<file path="src/rtl/joystick_pkg.sv">
// Shared types and bit indices for the joystick auto-repeat block.
package joystick_pkg;

    typedef enum logic [1:0] {IDLE, DELAY, REPEAT} rpt_state_t;

    // Bit positions inside o_held and the internal level/pulse vectors
    localparam int JOY_UP    = 4;
    localparam int JOY_DOWN  = 3;
    localparam int JOY_LEFT  = 2;
    localparam int JOY_RIGHT = 1;
    localparam int JOY_FIRE  = 0;
    localparam int JOY_N     = 5;

    function automatic int max_int(input int a, input int b);
        return (a > b) ? a : b;
    endfunction

endpackage

</file>
<file path="src/rtl/joystick_repeat_channel.sv">
// One typematic channel: pulse on press, then delayed auto-repeat while held.
// With REPEAT_EN = 0 the channel pulses once per press and the counter is unused.
module repeat_channel
    import joystick_pkg::*;
#(
    parameter int DELAY_CYC  = 12_500_000,
    parameter int PERIOD_CYC = 5_000_000,
    parameter bit REPEAT_EN  = 1'b1
) (
    input  logic clk,
    input  logic rst,
    input  logic i_level,
    output logic o_pulse
);

    localparam int CNT_W = $clog2(max_int(DELAY_CYC, PERIOD_CYC)) + 1;
    localparam logic [CNT_W-1:0] DLY_LAST = CNT_W'(DELAY_CYC - 1);
    // REPEAT reloads to 1 and counts up to PERIOD_CYC so repeats land exactly PERIOD_CYC apart
    localparam logic [CNT_W-1:0] PER_LAST = CNT_W'(PERIOD_CYC);

    rpt_state_t       state;
    logic             prev;
    logic [CNT_W-1:0] cnt;

    always_ff @(posedge clk or posedge rst) begin
        if (rst) begin
            state   <= IDLE;
            prev    <= 1'b0;
            cnt     <= '0;
            o_pulse <= 1'b0;
        end else begin
            prev    <= i_level;
            o_pulse <= 1'b0;
            case (state)
                IDLE: begin
                    if (i_level && !prev) begin
                        o_pulse <= 1'b1;
                        state   <= DELAY;
                        if (REPEAT_EN) cnt <= CNT_W'(1);
                    end
                end
                DELAY: begin
                    if (!i_level) begin
                        state <= IDLE;
                        cnt   <= '0;
                    end else if (REPEAT_EN) begin
                        if (cnt == DLY_LAST) begin
                            o_pulse <= 1'b1;
                            state   <= REPEAT;
                            cnt     <= CNT_W'(1);
                        end else begin
                            cnt <= cnt + 1'b1;
                        end
                    end
                end
                REPEAT: begin
                    if (!i_level) begin
                        state <= IDLE;
                        cnt   <= '0;
                    end else if (cnt == PER_LAST) begin
                        o_pulse <= 1'b1;
                        cnt     <= CNT_W'(1);
                    end else begin
                        cnt <= cnt + 1'b1;
                    end
                end
                default: begin
                    state <= IDLE;
                    cnt   <= '0;
                end
            endcase
        end
    end

endmodule

</file>
<file path="src/rtl/joystick_repeat.sv">
// Joystick action-pulse generator: masks opposite directions and runs five repeat channels.
// Define JOYSTICK_FIRE_REPEAT_EN to make fire auto-repeat like the directions.
module joystick_repeat
    import joystick_pkg::*;
#(
    parameter int DELAY_CYC  = 12_500_000,
    parameter int PERIOD_CYC = 5_000_000
) (
    input  logic       clk,
    input  logic       rst,
    input  logic       i_up,
    input  logic       i_down,
    input  logic       i_left,
    input  logic       i_right,
    input  logic       i_fire,
    output logic       o_up_pulse,
    output logic       o_down_pulse,
    output logic       o_left_pulse,
    output logic       o_right_pulse,
    output logic       o_fire_pulse,
    output logic [4:0] o_held
);

`ifdef JOYSTICK_FIRE_REPEAT_EN
    localparam bit FIRE_RPT = 1'b1;
`else
    localparam bit FIRE_RPT = 1'b0;
`endif

    logic [JOY_N-1:0] lvl;
    logic [JOY_N-1:0] pulse;

    // Opposite pairs cancel so the game never sees both directions at once
    always_comb begin
        lvl            = '0;
        lvl[JOY_UP]    = i_up    & ~i_down;
        lvl[JOY_DOWN]  = i_down  & ~i_up;
        lvl[JOY_LEFT]  = i_left  & ~i_right;
        lvl[JOY_RIGHT] = i_right & ~i_left;
        lvl[JOY_FIRE]  = i_fire;
    end

    always_ff @(posedge clk or posedge rst) begin
        if (rst) o_held <= '0;
        else     o_held <= lvl;
    end

    for (genvar i = 0; i < JOY_N; i++) begin : g_ch
        repeat_channel #(
            .DELAY_CYC (DELAY_CYC),
            .PERIOD_CYC(PERIOD_CYC),
            .REPEAT_EN ((i == JOY_FIRE) ? FIRE_RPT : 1'b1)
        ) u_ch (
            .clk    (clk),
            .rst    (rst),
            .i_level(lvl[i]),
            .o_pulse(pulse[i])
        );
    end

    assign o_up_pulse    = pulse[JOY_UP];
    assign o_down_pulse  = pulse[JOY_DOWN];
    assign o_left_pulse  = pulse[JOY_LEFT];
    assign o_right_pulse = pulse[JOY_RIGHT];
    assign o_fire_pulse  = pulse[JOY_FIRE];

endmodule

</file>
<file path="config.mk">
export PLATFORM = sky130hd
export DESIGN_NAME = joystick_repeat
export DESIGN_NICKNAME = d
export VERILOG_FILES = /design/src/rtl/joystick_pkg.sv /design/src/rtl/joystick_repeat_channel.sv /design/src/rtl/joystick_repeat.sv
export SDC_FILE = /design/constraint.sdc
export NUM_CORES = 1
export LEC_CHECK = 0
export ABC_AREA = 1
export CORE_UTILIZATION = 60
export CTS_CLUSTER_DIAMETER = 50
export DETAILED_ROUTE_END_ITERATION = 8
export GPL_TIMING_DRIVEN = 0
export MAX_ROUTING_LAYER = met4
export PLACE_DENSITY = 0.77
export SLEW_MARGIN = 10
export SYNTH_ARGS = -nofsm -noshare
export SYNTH_HDL_FRONTEND = slang
export SYNTH_SLANG_ARGS = --single-unit
</file>
<file path="constraint.sdc">
create_clock -name clk -period 5.9 [get_ports clk]
set_input_delay 1.77 -clock clk [delete_from_list [all_inputs] [get_ports clk]]
set_output_delay 1.77 -clock clk [all_outputs]
set_load 0.02 [all_outputs]
</file>
## Word-level counts from Yosys, hierarchy flattened

Index checks and enable logic that the tools add are counted.

| word-level totals | value |
|---|---|
| word-level logic and storage cells | 170 |
| bits in latches | 0 |
| bits in read-only memories | 0 |
| output and inout bits | 10 |
| bits in registers | 150 |
| memories | 0 |
| memory bits (writable) | 0 |
| input port bits | 7 |

| operators by class | value |
|---|---|
| order comparisons | 0 |
| muxes and demuxes | 79 |
| shift operators | 0 |
| add/sub/neg operators | 5 |
| divide/modulo/power cells | 0 |
| reductions and logical operators | 22 |
| bitwise logic cells | 9 |
| eq/ne operators | 34 |
| multiply operators | 0 |

Operator list:

| cell | count |
|---|---|
| $mux 25 | 23 |
| $pmux 25 s3 | 5 |
| $add 25x1->25 const B | 5 |
| $eq 25x23->1 const B | 5 |
| $eq 25x24->1 const B | 4 |
| $mux 2 | 18 |
| $pmux 2 s3 | 4 |
| $mux 1 | 23 |
| $ne 2x2->1 const B | 6 |
| $ne 3x3->1 const B | 4 |
| $pmux 1 s3 | 4 |
| $reduce_and 3->1 | 4 |
| $eq 2x1->1 const B | 5 |
| $eq 2x2->1 const B | 5 |
| $logic_not 2->1 | 5 |
| $ne 2x1->1 const B | 5 |
| $logic_and 1x1->1 | 5 |
| $logic_not 1->1 | 5 |
| $not 1->1 | 5 |
| $and 1x1->1 | 4 |
| $pmux 2 s2 | 1 |
| $reduce_and 2->1 | 2 |
| $pmux 1 s2 | 1 |
| $reduce_or 2->1 | 1 |

## Longest topological paths before layout

Gate-level depths: netlist of the first run.

| depth | value |
|---|---|
| depth after elaboration | 5 |
| mapped depth | 14 |
| mapped depth without buffers | 13 |

## Hierarchy

From an unflattened synthesis of the first run, not the netlist that was laid out.

| unflattened totals | value |
|---|---|
| cell total of the unflattened synthesis | 1210 |
| area total of the unflattened synthesis | 8652.0 sq um |

Modules (own cells, without submodules):

| module | times used | sequential area each (sq um) | area each (sq um) | cells each |
|---|---|---|---|---|
| repeat_channel (g_ch[2].u_ch ...) | 2 | 725.7 | 2093.3 | 294 |
| repeat_channel (g_ch[4].u_ch) | 1 | 725.7 | 2115.8 | 298 |
| repeat_channel (g_ch[1].u_ch) | 1 | 725.7 | 2092.0 | 301 |
| joystick_repeat | 1 | 125.1 | 158.9 | 14 |
| repeat_channel (g_ch[0].u_ch) | 1 | 75.1 | 98.8 | 9 |

## Least setup slack after synthesis of the first run

No wires, ideal clock.

| timing | value |
|---|---|
| kind | input -> register |
| from | input i_left |
| to | register g_ch[2].u_ch.cnt[22] |
| stages | 11 |
| data arrival time | 2.605 ns |
| buffers on the path | 0 |
| setup slack | 3.183 ns |
| setup time | 0.113 ns |
| cells stage by stage | inv_2 -> nor2_4 -> nand2_2 -> nand2_4 -> nand2_2 -> nor2_2 -> nand2_1 -> o21ai_0 -> nand2_1 -> nand2_1 -> inv_1 |

| on the way | value |
|---|---|
| word-level cells in the longest chain between the ends | 3 |
| elaborated cells on any way between the ends | 6 |

RTL lines:

| what | line | RTL |
|---|---|---|
| from (decl) | joystick_repeat.sv:13 | `input logic i_left,` |
| $and 1x1->1 * | joystick_repeat.sv:38 | `lvl[JOY_LEFT] = i_left & ~i_right;` |
| net g_ch[2].u_ch.i_level | joystick_repeat_channel.sv:12 | `input logic i_level,` |
| $mux 25 (tied with other cells) | joystick_repeat_channel.sv:57 | `if (!i_level) begin` |
| $pmux 25 s3 or $ne 2x1->1 (tied branches) | - |  |
| to (signal assigned) | joystick_repeat_channel.sv:52 | `cnt <= cnt + 1'b1;` |
| to (signal assigned) | joystick_repeat_channel.sv:64 | `cnt <= cnt + 1'b1;` |
| to (decl) | joystick_repeat_channel.sv:23 | `logic [CNT_W-1:0] cnt;` |

The timed path passes the listed nets; every way through them passes the cells marked *.
A chain may end at the register's enable or synchronous reset.

## Final worst setup path of the first run

| timing | value |
|---|---|
| from | register o_held[0] |
| to | output o_held[0] |

RTL lines:

| what | line | RTL |
|---|---|---|
| from (decl) | joystick_repeat.sv:21 | `output logic [4:0] o_held` |
| from (signal assigned) | joystick_repeat.sv:45 | `else o_held <= lvl;` |

No word-level cell between the ends.

==> impl_metrics.yaml, run 1 <==
synth:
  synth_nets: 1123
  synth_top_area_cell: "dfrtp_1"
  synth.avg_cell_area_sq_um: 7.14
  netlist.area_leader.share_pct: 38.2
  post_synth_main_area_contributors: "dfrtp_1 (38%), nand2_1 (12%), nor2_1 (9.7%), inv_1 (6.8%), nand3_1 (5.5%)"
  ys.warnings.count: 0
  netlist_area_sq_mm: 0.00779
  ys_ff_latch: 119
  ys_seq_area_share_pct: 38.2
  synthDistinctLibCells: 38
  syn_inst: 1092
power:
  p_sw_share_pct: 32.1
  leakage_uw: 0.00420
  p_clk_share_pct: 41.6
  ir_worst_vdd_mv: 0.214
  pwr_density_cell_mw_per_mm2: 338
  total_switching_power_uw: 966
  intPower_uw: 2050
  comb_power_share_pct: 27.4
  share_seq_of_total_power_pct: 31.0
sta:
  finalClockSkew_ns: 0.00768
  finalCriticalPeriod_ns: 3.30
  fmax_mhz: 303
  rsz0062_at_grt: "no"
  finalMaxSlewViolations: 0
  hold_ws_ns: 0.443
  timing.final.setup_violations: 0
  finalHoldViolCount: 0
  tns_ns: 0
  tightest_slew_ns: 0.535
  setup_ws_ns: 2.60
  relSlewSlack_pct: 64.3
  fin_crit_sh_pct: 55.9
critical_path:
  worst_r2r_path_depth: 13
  timing.critical_path.from_type: "flip-flop"
  path_max_fanout: 3
  critPathSlowestCell: "clkdlybuf4s50_1"
  rr_startpoint: "g_ch[3].u_ch.cnt[0]$_DFFE_PP0P_"
  r2r_setup_slack_ns: 3.90
  crit_family: "buffers and inverters"
  timing.critical_path.required_ns: 4.13
  cp.buffers_inverters: 2
  worst_r2r_endpoint: "g_ch[3].u_ch.cnt[17]$_DFFE_PP0P_"
  cp_data_arrival_time_ns: 1.53
  timing.critical_path.slowest_cell_delay_ns: 0.62
  cp-end-kind: "output port"
  crit_chain: "buf_4 -> clkdlybuf4s50_1"
  worst-setup-path-type: "reg -> out"
layout:
  most_frequent_standard_cell_in_the_layout_excluding_fill_and_tap_cells: "nand2_1"
  layout-drive-gt1-share_pct: 10.4
  postLayoutCoreUtil_pct: 70.7
  layout.cells.most_common_list: "nand2_1 (253), nor2_1 (201), inv_1 (140), dfrtp_1 (119), nand3_1 (85)"
  final.fill_count: 1052
  layout-area-overhead-vs-synth_pct: 14.4
  finalNonFillerCells: 1313
  antenna_cells_inserted: 0
  finish.net_count: 1159
die:
  initial_core_utilization_pct: 61.8
  fp-row-count: 41
  die_height_um: 116
  die-area_sq_mm: 0.0134
  io_pins: 17
  fp.dieW_um: 116
  core-area_sq_mm: 0.0126
clock_network:
  cts_buffers: 17
  cts-resized-gates: 0
  clk_pin_slew_worst_paths_ns: 0.06
  cts_hold_buf: 0
  tritoncts: "built"
  cts_max_path_buffers: 2
  clock_sinks: 119
  h-tree-depth: 4
  root_buffer: "clkbuf_16"
  worst_skew_pair.late_latency_ns: 0.42
  postCtsSetupRepairBufs: 0
routing:
  post_drt_wl_per_cell_um: 12.9
  postRouteWirelength_um: 17000
  post_dr_vias_cell: 5.20
  vias: 6828
  post-route-drc-count: 0
  detail-route-antenna-nets: 0
  detail_route.iter0.violations: 484
  dr.pass1.iters: 5
grt:
  pin_count_of_the_biggest_net_entering_global_routing: 89
  grt_use_total_pct: 28.7
  grt_first_pass_wirelength_um: 29600
  grt_antenna_before_repair: 0
  grt.overflow.total: 0
  number_of_global_route_vias_before_repair: 6561
worst_hold_path:
  hold_start: "g_ch[0].u_ch.state[0]$_DFFE_PP0P_"
  worstHoldPathType: "reg -> reg"
  min_delay_path_depth: 1
  hold-path-endpoint: "g_ch[0].u_ch.o_pulse$_DFF_PP0_"
placement:
  detailedPlace.worstSlack_ns: 2.29
  dp.final_hpwl_um: 11700
  routabilityCongestion: 0.941
  dpl.cell_count: 1281
  buffer_ports.inserted: 16
run_status:
  status: "complete, no violations"
flow_run:
  timing.max_cap.violations: 0
==> routing by layer <==
metal  global-route usage [%]  up-vias  wire, um
met5                        -        -         0
li1                         -     3472         -
met1                     36.5     3166      8000
met4                     10.8        0       274
met3                     6.38       33       743
met2                     44.9      157      7940
==> sequential cells by signal, indices dropped and copies added (netlist names) <==
signal	count
g_ch.u_ch.cnt	100
g_ch.u_ch.o_pulse	5
g_ch.u_ch.state	9
o_held	5
==> synth_stat cells (all sizes together) <==
cell type and n:
a21oi 27, a31oi 1, and2 1, buf 24
clkbuf 1, clkinv 2, dfrtp 119, ha 24
inv 154, nand2 273, nand3 86, nand3b 2
nand4 24, nor2 226, nor3 28, nor3b 2
nor4 1, o21ai 27, o21bai 7, o22ai 2
or2 1, xnor2 14, xor2 46
==> cell families after synthesis <==
| family | share of synthesized area, % |
|---|---|
| simple gates | 36.4 |
| buf+inv | 10.4 |
| flops | 38.2 |
| compound gates | 4.43 |
| xor+xnor | 6.74 |
| fa+ha+maj | 3.85 |
==> worst max path at each step <==
stage                                  endpoint  cells past startpoint           startpoint  slack [ns]
3_5_place_dp   g_ch[2].u_ch.cnt[12]$_DFFE_PP0P_                      8               i_left        2.29
3_3_place_gp    g_ch[3].u_ch.cnt[1]$_DFFE_PP0P_                      2                  rst       -0.75
4_1_cts                               o_held[0]                      2  o_held[0]$_DFF_PP0_        2.57
6_report                              o_held[0]                      2  o_held[0]$_DFF_PP0_        2.60
5_1_grt                               o_held[0]                      2  o_held[0]$_DFF_PP0_        2.56
2_1_floorplan    g_ch[0].u_ch.o_pulse$_DFF_PP0_                      1                  rst        0.97
==> power by group through the flow <==
stage / clock [uW] / sequential (uW) / combinational [uW]
global placement: 0 / 945 / 809
global route: 1310 / 943 / 921
detailed placement: 0 / 948 / 822
finish: 1250 / 935 / 824
floorplan: 0 / 942 / 625
CTS: 1270 / 935 / 828
==> through the flow <==
| stage | area, sq um | power [uW] |
|---|---|---|
| after floorplan | 7790 | 1570 |
| after global placement | 8170 | 1750 |
| after detailed placement | 8200 | 1770 |
| after CTS | 8920 | 3030 |
| after global routing | 8920 | 3180 |
| final | 8920 | 3010 |
==> layout make-up <==
| type | count | area (sq um) | share of cell area (%) |
|---|---|---|---|
| multi-input cells | 792 | 4010 | 44.9 |
| flip-flops and latches | 119 | 2980 | 33.4 |
| inverters | 156 | 598 | 6.71 |
| clock buffers | 25 | 505 | 5.67 |
| plain buffers | 25 | 216 | 2.43 |
| well taps | 172 | 215 | 2.41 |
| clock inverters | 7 | 210 | 2.36 |
| repair buffers | 17 | 188 | 2.10 |
Note: power is estimated with default switching activity, not from simulation.
==> run 2, diff against run 1 <==
Settings changed: CORE_UTILIZATION 60 to 57.
Clock period 5.9 ns to 2.65 ns, I/O delays scaled along.
==> impl_metrics.yaml, run 2 (same netlist as run 1, synthesis figures left out) <==
sta:
  tightest_slew_ns: 0.752
  fin_crit_sh_pct: 87.5
  hold_ws_ns: 0.437
  finalCriticalPeriod_ns: 2.32
  finalMaxSlewViolations: 0
  fmax_mhz: 431
  finalClockSkew_ns: 0.00504
  finalHoldViolCount: 0
  rsz0062_at_grt: "no"
  timing.final.setup_violations: 0
  relSlewSlack_pct: 49.8
clock_network:
  clk_pin_slew_worst_paths_ns: 0.05
  cts_hold_buf: 0
  cts_buffers: 17
  tritoncts: "built"
  clock_sinks: 119
  cts-resized-gates: 0
  worst_skew_pair.late_latency_ns: 0.42
  root_buffer: "clkbuf_16"
  h-tree-depth: 4
  postCtsSetupRepairBufs: 0
  cts_max_path_buffers: 2
critical_path:
  worst_r2r_path_depth: 13
  timing.critical_path.required_ns: 1.86
  r2r_setup_slack_ns: 0.70
  cp-end-kind: "output port"
  cp_data_arrival_time_ns: 1.52
  path_max_fanout: 3
  rr_startpoint: "g_ch[2].u_ch.cnt[0]$_DFFE_PP0P_"
  worst-setup-path-type: "reg -> out"
  crit_path_end: "o_held[0]"
  worst_r2r_endpoint: "g_ch[2].u_ch.cnt[17]$_DFFE_PP0P_"
  critical_path.startpoint: "o_held[0]$_DFF_PP0_"
  timing.critical_path.from_type: "flip-flop"
layout:
  largest_register_ff_count: 100
  layout-area-overhead-vs-synth_pct: 14.0
  top_register_by_number_of_flip_flops: "g_ch.u_ch.cnt"
  layout-drive-gt1-share_pct: 10.8
  most_frequent_standard_cell_in_the_layout_excluding_fill_and_tap_cells: "nand2_1"
  largest_regs: "g_ch.u_ch.cnt (100), g_ch.u_ch.state (9)"
  antenna_cells_inserted: 0
  layout.cells.most_common_list: "nand2_1 (253), nor2_1 (201), inv_1 (140), dfrtp_1 (119), nand3_1 (85)"
  finish.net_count: 1161
  finalNonFillerCells: 1319
  final.fill_count: 1127
power:
  comb_power_share_pct: 28.9
  pwr_density_cell_mw_per_mm2: 720
  intPower_uw: 4230
  p_sw_share_pct: 33.9
  p_clk_share_pct: 38.6
  ir_worst_vdd_mv: 0.438
  total_switching_power_uw: 2170
  post-layout-total-power_uw: 6400
  share_seq_of_total_power_pct: 32.5
  leakage_uw: 0.00418
routing:
  post_dr_vias_cell: 5.20
  post-route-drc-count: 0
  detail_route.iter0.violations: 482
  vias: 6855
  postRouteWirelength_um: 17100
  post_drt_wl_per_cell_um: 13.0
  dr.pass1.iters: 5
  detail-route-antenna-nets: 0
placement:
  routabilityCongestion: 0.925
  dp.final_hpwl_um: 12000
  dpl.cell_count: 1287
  buffer_ports.inserted: 16
grt:
  grt_first_pass_wirelength_um: 29900
  number_of_global_route_vias_before_repair: 6585
  grt_use_total_pct: 27.0
  pin_count_of_the_biggest_net_entering_global_routing: 38
  grt.overflow.total: 0
  grt_antenna_before_repair: 0
die:
  die-area_sq_mm: 0.0141
  fp.dieW_um: 119
  initial_core_utilization_pct: 58.6
  die_height_um: 119
  io_pins: 17
  fp-row-count: 42
  core-area_sq_mm: 0.0133
worst_hold_path:
  hold_start: "g_ch[0].u_ch.state[0]$_DFFE_PP0P_"
  worstHoldPathType: "reg -> reg"
run_status:
  status: "complete, no violations"
flow_run:
  timing.max_cap.violations: 0
[run 2: final cells by class]
type	instances	area, sq um	share of cell area (%)
buffer	25	216	2.44
clock buffer	25	526	5.92
clock inverter	7	113	1.27
inverter	156	597	6.72
multi-input combinational	792	4010	45.1
sequential	119	2980	33.5
tap	176	220	2.48
timing repair buffer	19	228	2.56
[run 2: power by group through the flow]
stage               combinational [uW]  sequential, uW  clock, uW
CTS                               1860            2080       2500
detailed placement                1850            2110          0
finish                            1850            2080       2470
floorplan                         1390            2100          0
global route                      2070            2100       2570
global placement                  1810            2100          0
[run 2: worst max-delay path: stages (launching register included)]
cell and delay (ns):
dfrtp_1 0.36, buf_4 0.11, clkdlybuf4s50_1 0.62
[run 2: how the worst min path moves through the flow]
stage	cells after the start	to	slack, ns
floorplan	1	g_ch[0].u_ch.o_pulse$_DFF_PP0_	0.41
global placement	1	g_ch[0].u_ch.o_pulse$_DFF_PP0_	0.42
detailed placement	1	g_ch[0].u_ch.o_pulse$_DFF_PP0_	0.43
CTS	1	g_ch[0].u_ch.o_pulse$_DFF_PP0_	0.44
global route	1	g_ch[0].u_ch.o_pulse$_DFF_PP0_	0.47
finish	1	g_ch[0].u_ch.o_pulse$_DFF_PP0_	0.44
[run 2: routing by layer]
| layer | vias up | GRT usage [%] | part of all wire (%) |
|---|---|---|---|
| li1 | 3476 | - | - |
| met5 | - | - | 0 |
| met3 | 45 | 5.03 | 4.2 |
| met4 | 0 | 11.9 | 2.3 |
| met2 | 164 | 43.3 | 47 |
| met1 | 3170 | 33.4 | 46 |
[run 2: metrics by stage]
step / area, sq um / setup slack (ns) / TNS (ns) / util, %
5_1_grt: 8880 / 0.288 / 0 / 66.8
2_1_floorplan: 7800 / 0.400 / 0 / -
6_report: 8880 / 0.332 / 0 / 66.8
3_5_place_dp: 8250 / 0.0541 / 0 / 62.0
4_1_cts: 8880 / 0.307 / 0 / 66.8
3_3_place_gp: 8180 / -0.766 / -90.49 / 61.5
==> run 3, diff against run 2 <==
Settings changed: ABC_AREA 1 to default, CORE_UTILIZATION 57 to 50, PLACE_DENSITY 0.77 to 0.69.
==> impl_metrics.yaml, run 3 <==
run_status:
  status: "complete, no violations"
synth:
  ys.warnings.count: 0
  synthTopCellsByCount: "dfrtp_1 (119), a21oi_1 (88), nand2_1 (50), xor2_1 (47)"
  synth_top_area_cell: "dfrtp_1"
  ys_ff_latch: 119
  ys_seq_area_share_pct: 42.0
  post-synth-top-count-cell: "dfrtp_1"
  synth_edf_count: 0
  synth.avg_cell_area_sq_um: 9.44
  netlist_area_sq_mm: 0.00709
  syn_inst: 751
  asyncSetResetFlopFracSynth_pct: 100
  post_synth_main_area_contributors: "dfrtp_1 (42%), a21oi_1 (6.2%), xor2_1 (5.8%), xnor2_1 (4.7%), ha_1 (4.2%)"
  synth_nets: 782
  netlist.area_leader.share_pct: 42.0
  primary_ff_master_synth: "dfrtp_1"
  synthDistinctLibCells: 62
sta:
  timing.final.setup_violations: 0
  fmax_mhz: 394
  tns_ns: 0
  finalCriticalPeriod_ns: 2.54
  relSlewSlack_pct: 54.2
  setup_ws_ns: 0.110
  rsz0062_at_grt: "yes"
  finalMaxSlewViolations: 0
  fin_crit_sh_pct: 95.9
  finalClockSkew_ns: 0.0106
  finalHoldViolCount: 0
  tightest_slew_ns: 0.681
die:
  io_pins: 17
  die-area_sq_mm: 0.0147
  fp-row-count: 43
  die_height_um: 121
  core-area_sq_mm: 0.0139
  initial_core_utilization_pct: 51.1
  fp.dieW_um: 121
clock_network:
  clk_pin_slew_worst_paths_ns: 0.05
  clock_sinks: 119
  cts_buffers: 17
  worst_skew_pair.late_latency_ns: 0.43
  h-tree-depth: 4
  cts_hold_buf: 0
  root_buffer: "clkbuf_16"
  cts_max_path_buffers: 2
  tritoncts: "built"
routing:
  dr.pass1.iters: 5
  post-route-drc-count: 0
  post_dr_vias_cell: 5.89
  detail_route.iter0.violations: 475
  detail-route-antenna-nets: 0
  post_drt_wl_per_cell_um: 16.1
  vias: 5809
  postRouteWirelength_um: 15900
layout:
  layout.cells.most_common_list: "dfrtp_1 (119), a21oi_1 (86), nand2_1 (50), xor2_1 (47)"
  largest_register_ff_count: 100
  layout-area-overhead-vs-synth_pct: 16.2
  top_register_by_number_of_flip_flops: "g_ch.u_ch.cnt"
  layout-drive-gt1-share_pct: 11.6
  antenna_cells_inserted: 0
  finish.net_count: 825
  largest_regs: "g_ch.u_ch.cnt (100), g_ch.u_ch.state (9)"
  design_area_sq_mm: 0.00824
  postLayoutCoreUtil_pct: 59.4
  most_frequent_standard_cell_in_the_layout_excluding_fill_and_tap_cells: "dfrtp_1"
grt:
  number_of_global_route_vias_before_repair: 5689
  pin_count_of_the_biggest_net_entering_global_routing: 29
  grt_first_pass_wirelength_um: 27200
  grt_antenna_before_repair: 0
  grt.overflow.total: 0
  grt_use_total_pct: 24.0
critical_path:
  timing.critical_path.from_type: "primary input"
  worst-setup-path-type: "in -> reg"
  cp_data_arrival_time_ns: 2.82
  timing.critical_path.required_ns: 2.93
  critPathSlowestCell: "clkdlybuf4s50_1"
  crit_chain: "clkdlybuf4s50_1 -> or3b_1 -> buf_2 -> a2111oi_4 -> buf_4 -> nor4b_2 -> xnor2_1 -> a21oi_1"
  crit_family: "buffers and inverters"
  timing.critical_path.slowest_cell_delay_ns: 0.51
  cp.buffers_inverters: 3
  cp-end-kind: "flip-flop"
  path_max_fanout: 8
power:
  p_clk_share_pct: 42.7
  p_sw_share_pct: 31.8
  comb_power_share_pct: 20.8
  total_switching_power_uw: 1780
  post-layout-total-power_uw: 5590
  intPower_uw: 3810
  ir_worst_vdd_mv: 0.432
  pwr_density_cell_mw_per_mm2: 678
  share_seq_of_total_power_pct: 36.4
  leakage_uw: 0.00319
placement:
  detailedPlace.worstSlack_ns: -0.558
  dp.final_hpwl_um: 11000
  placement.cell_area_sq_mm: 0.00756
  buffer_ports.inserted: 16
  routabilityCongestion: 0.918
worst_hold_path:
  worstHoldPathType: "reg -> reg"
flow_run:
  timing.max_cap.violations: 0
[run 3: final timing paths]
path	startpoint	end	slack, ns	cells after the start
worst max-delay path	i_up	g_ch[4].u_ch.cnt[21]$_DFFE_PP0P_	0.11	8
worst min-delay path	g_ch[0].u_ch.state[0]$_DFFE_PP0P_	g_ch[0].u_ch.o_pulse$_DFF_PP0_	0.43	1
worst max register to register	g_ch[2].u_ch.cnt[13]$_DFFE_PP0P_	g_ch[2].u_ch.cnt[16]$_DFFE_PP0P_	0.32	7
worst min register to register	g_ch[0].u_ch.state[0]$_DFFE_PP0P_	g_ch[0].u_ch.o_pulse$_DFF_PP0_	0.43	1
max in group asynchronous	rst	g_ch[1].u_ch.cnt[8]$_DFFE_PP0P_	1.29	4
min in group asynchronous	rst	g_ch[4].u_ch.cnt[16]$_DFFE_PP0P_	0.70	2
[run 3: kinds of logic (layout without fill, tap and decap cells)]
logic type | Yosys count | after routing | share of synthesized area [%]
flip-flops | 119 | 119 | 42.0
AO/OA/AOI/OAI | 168 | 168 | 15.5
adder cells (fa/ha/maj) | 24 | 24 | 4.23
buffers and inverters | 74 | 130 | 4.55
XOR/XNOR | 85 | 85 | 10.5
AND/OR/NAND/NOR | 279 | 279 | 23.0
multiplexers | 2 | 2 | 0.300
[run 3: power groups by stage]
stage	clock network (uW)	registers (uW)	logic, uW
after floorplan	0	2050	850
after global placement	0	2060	1090
after detailed placement	0	2060	1140
after CTS	2430	2030	1150
after global routing	2510	2050	1320
final	2390	2030	1160
[run 3: worst reg2reg max path, stage by stage (launching register included)]
cell and delay (ns):
dfrtp_1 0.36, clkbuf_1 0.17, nor2_1 0.13, or4b_1 0.54, o21ba_2 0.29, o21ai_1 0.29
buf_2 0.30, a21oi_1 0.10
[run 3: cell type report]
| type | instances | area (sq um) |
|---|---|---|
| fillers | 1199 | 5640 |
| multi-input cells | 558 | 3820 |
| flip-flops and latches | 119 | 2980 |
| clock buffers | 18 | 439 |
| repair buffers | 25 | 278 |
| well taps | 180 | 225 |
| plain buffers | 36 | 185 |
| clock inverters | 14 | 174 |
| inverters | 37 | 143 |
[run 3: repair_timing]
action / 4_1_cts / 5_1_grt
pin swaps: 2 / 1
buffers inserted: 2 / 3
setup endpoints to repair: 7 / 64
resized for setup: 1 / 13
[run 3: layer usage]
layer | up-vias | GRT usage, % | routed length [um] | part of all wire [%]
met2 | 136 | 37.9 | 7690 | 48
met4 | 0 | 8.72 | 208 | 1.3
met3 | 19 | 4.75 | 571 | 3.6
met1 | 2844 | 30.8 | 7390 | 47
li1 | 2810 | - | - | -
met5 | - | - | 0 | 0
[run 3: stage by stage]
| stage | hold WS, ns | instances |
|---|---|---|
| after floorplan | 0.409 | 751 |
| final | 0.428 | 987 |
| after detailed placement | 0.428 | 951 |
| after global placement | 0.419 | 947 |
| after CTS | 0.436 | 985 |
| after global routing | 0.466 | 987 |
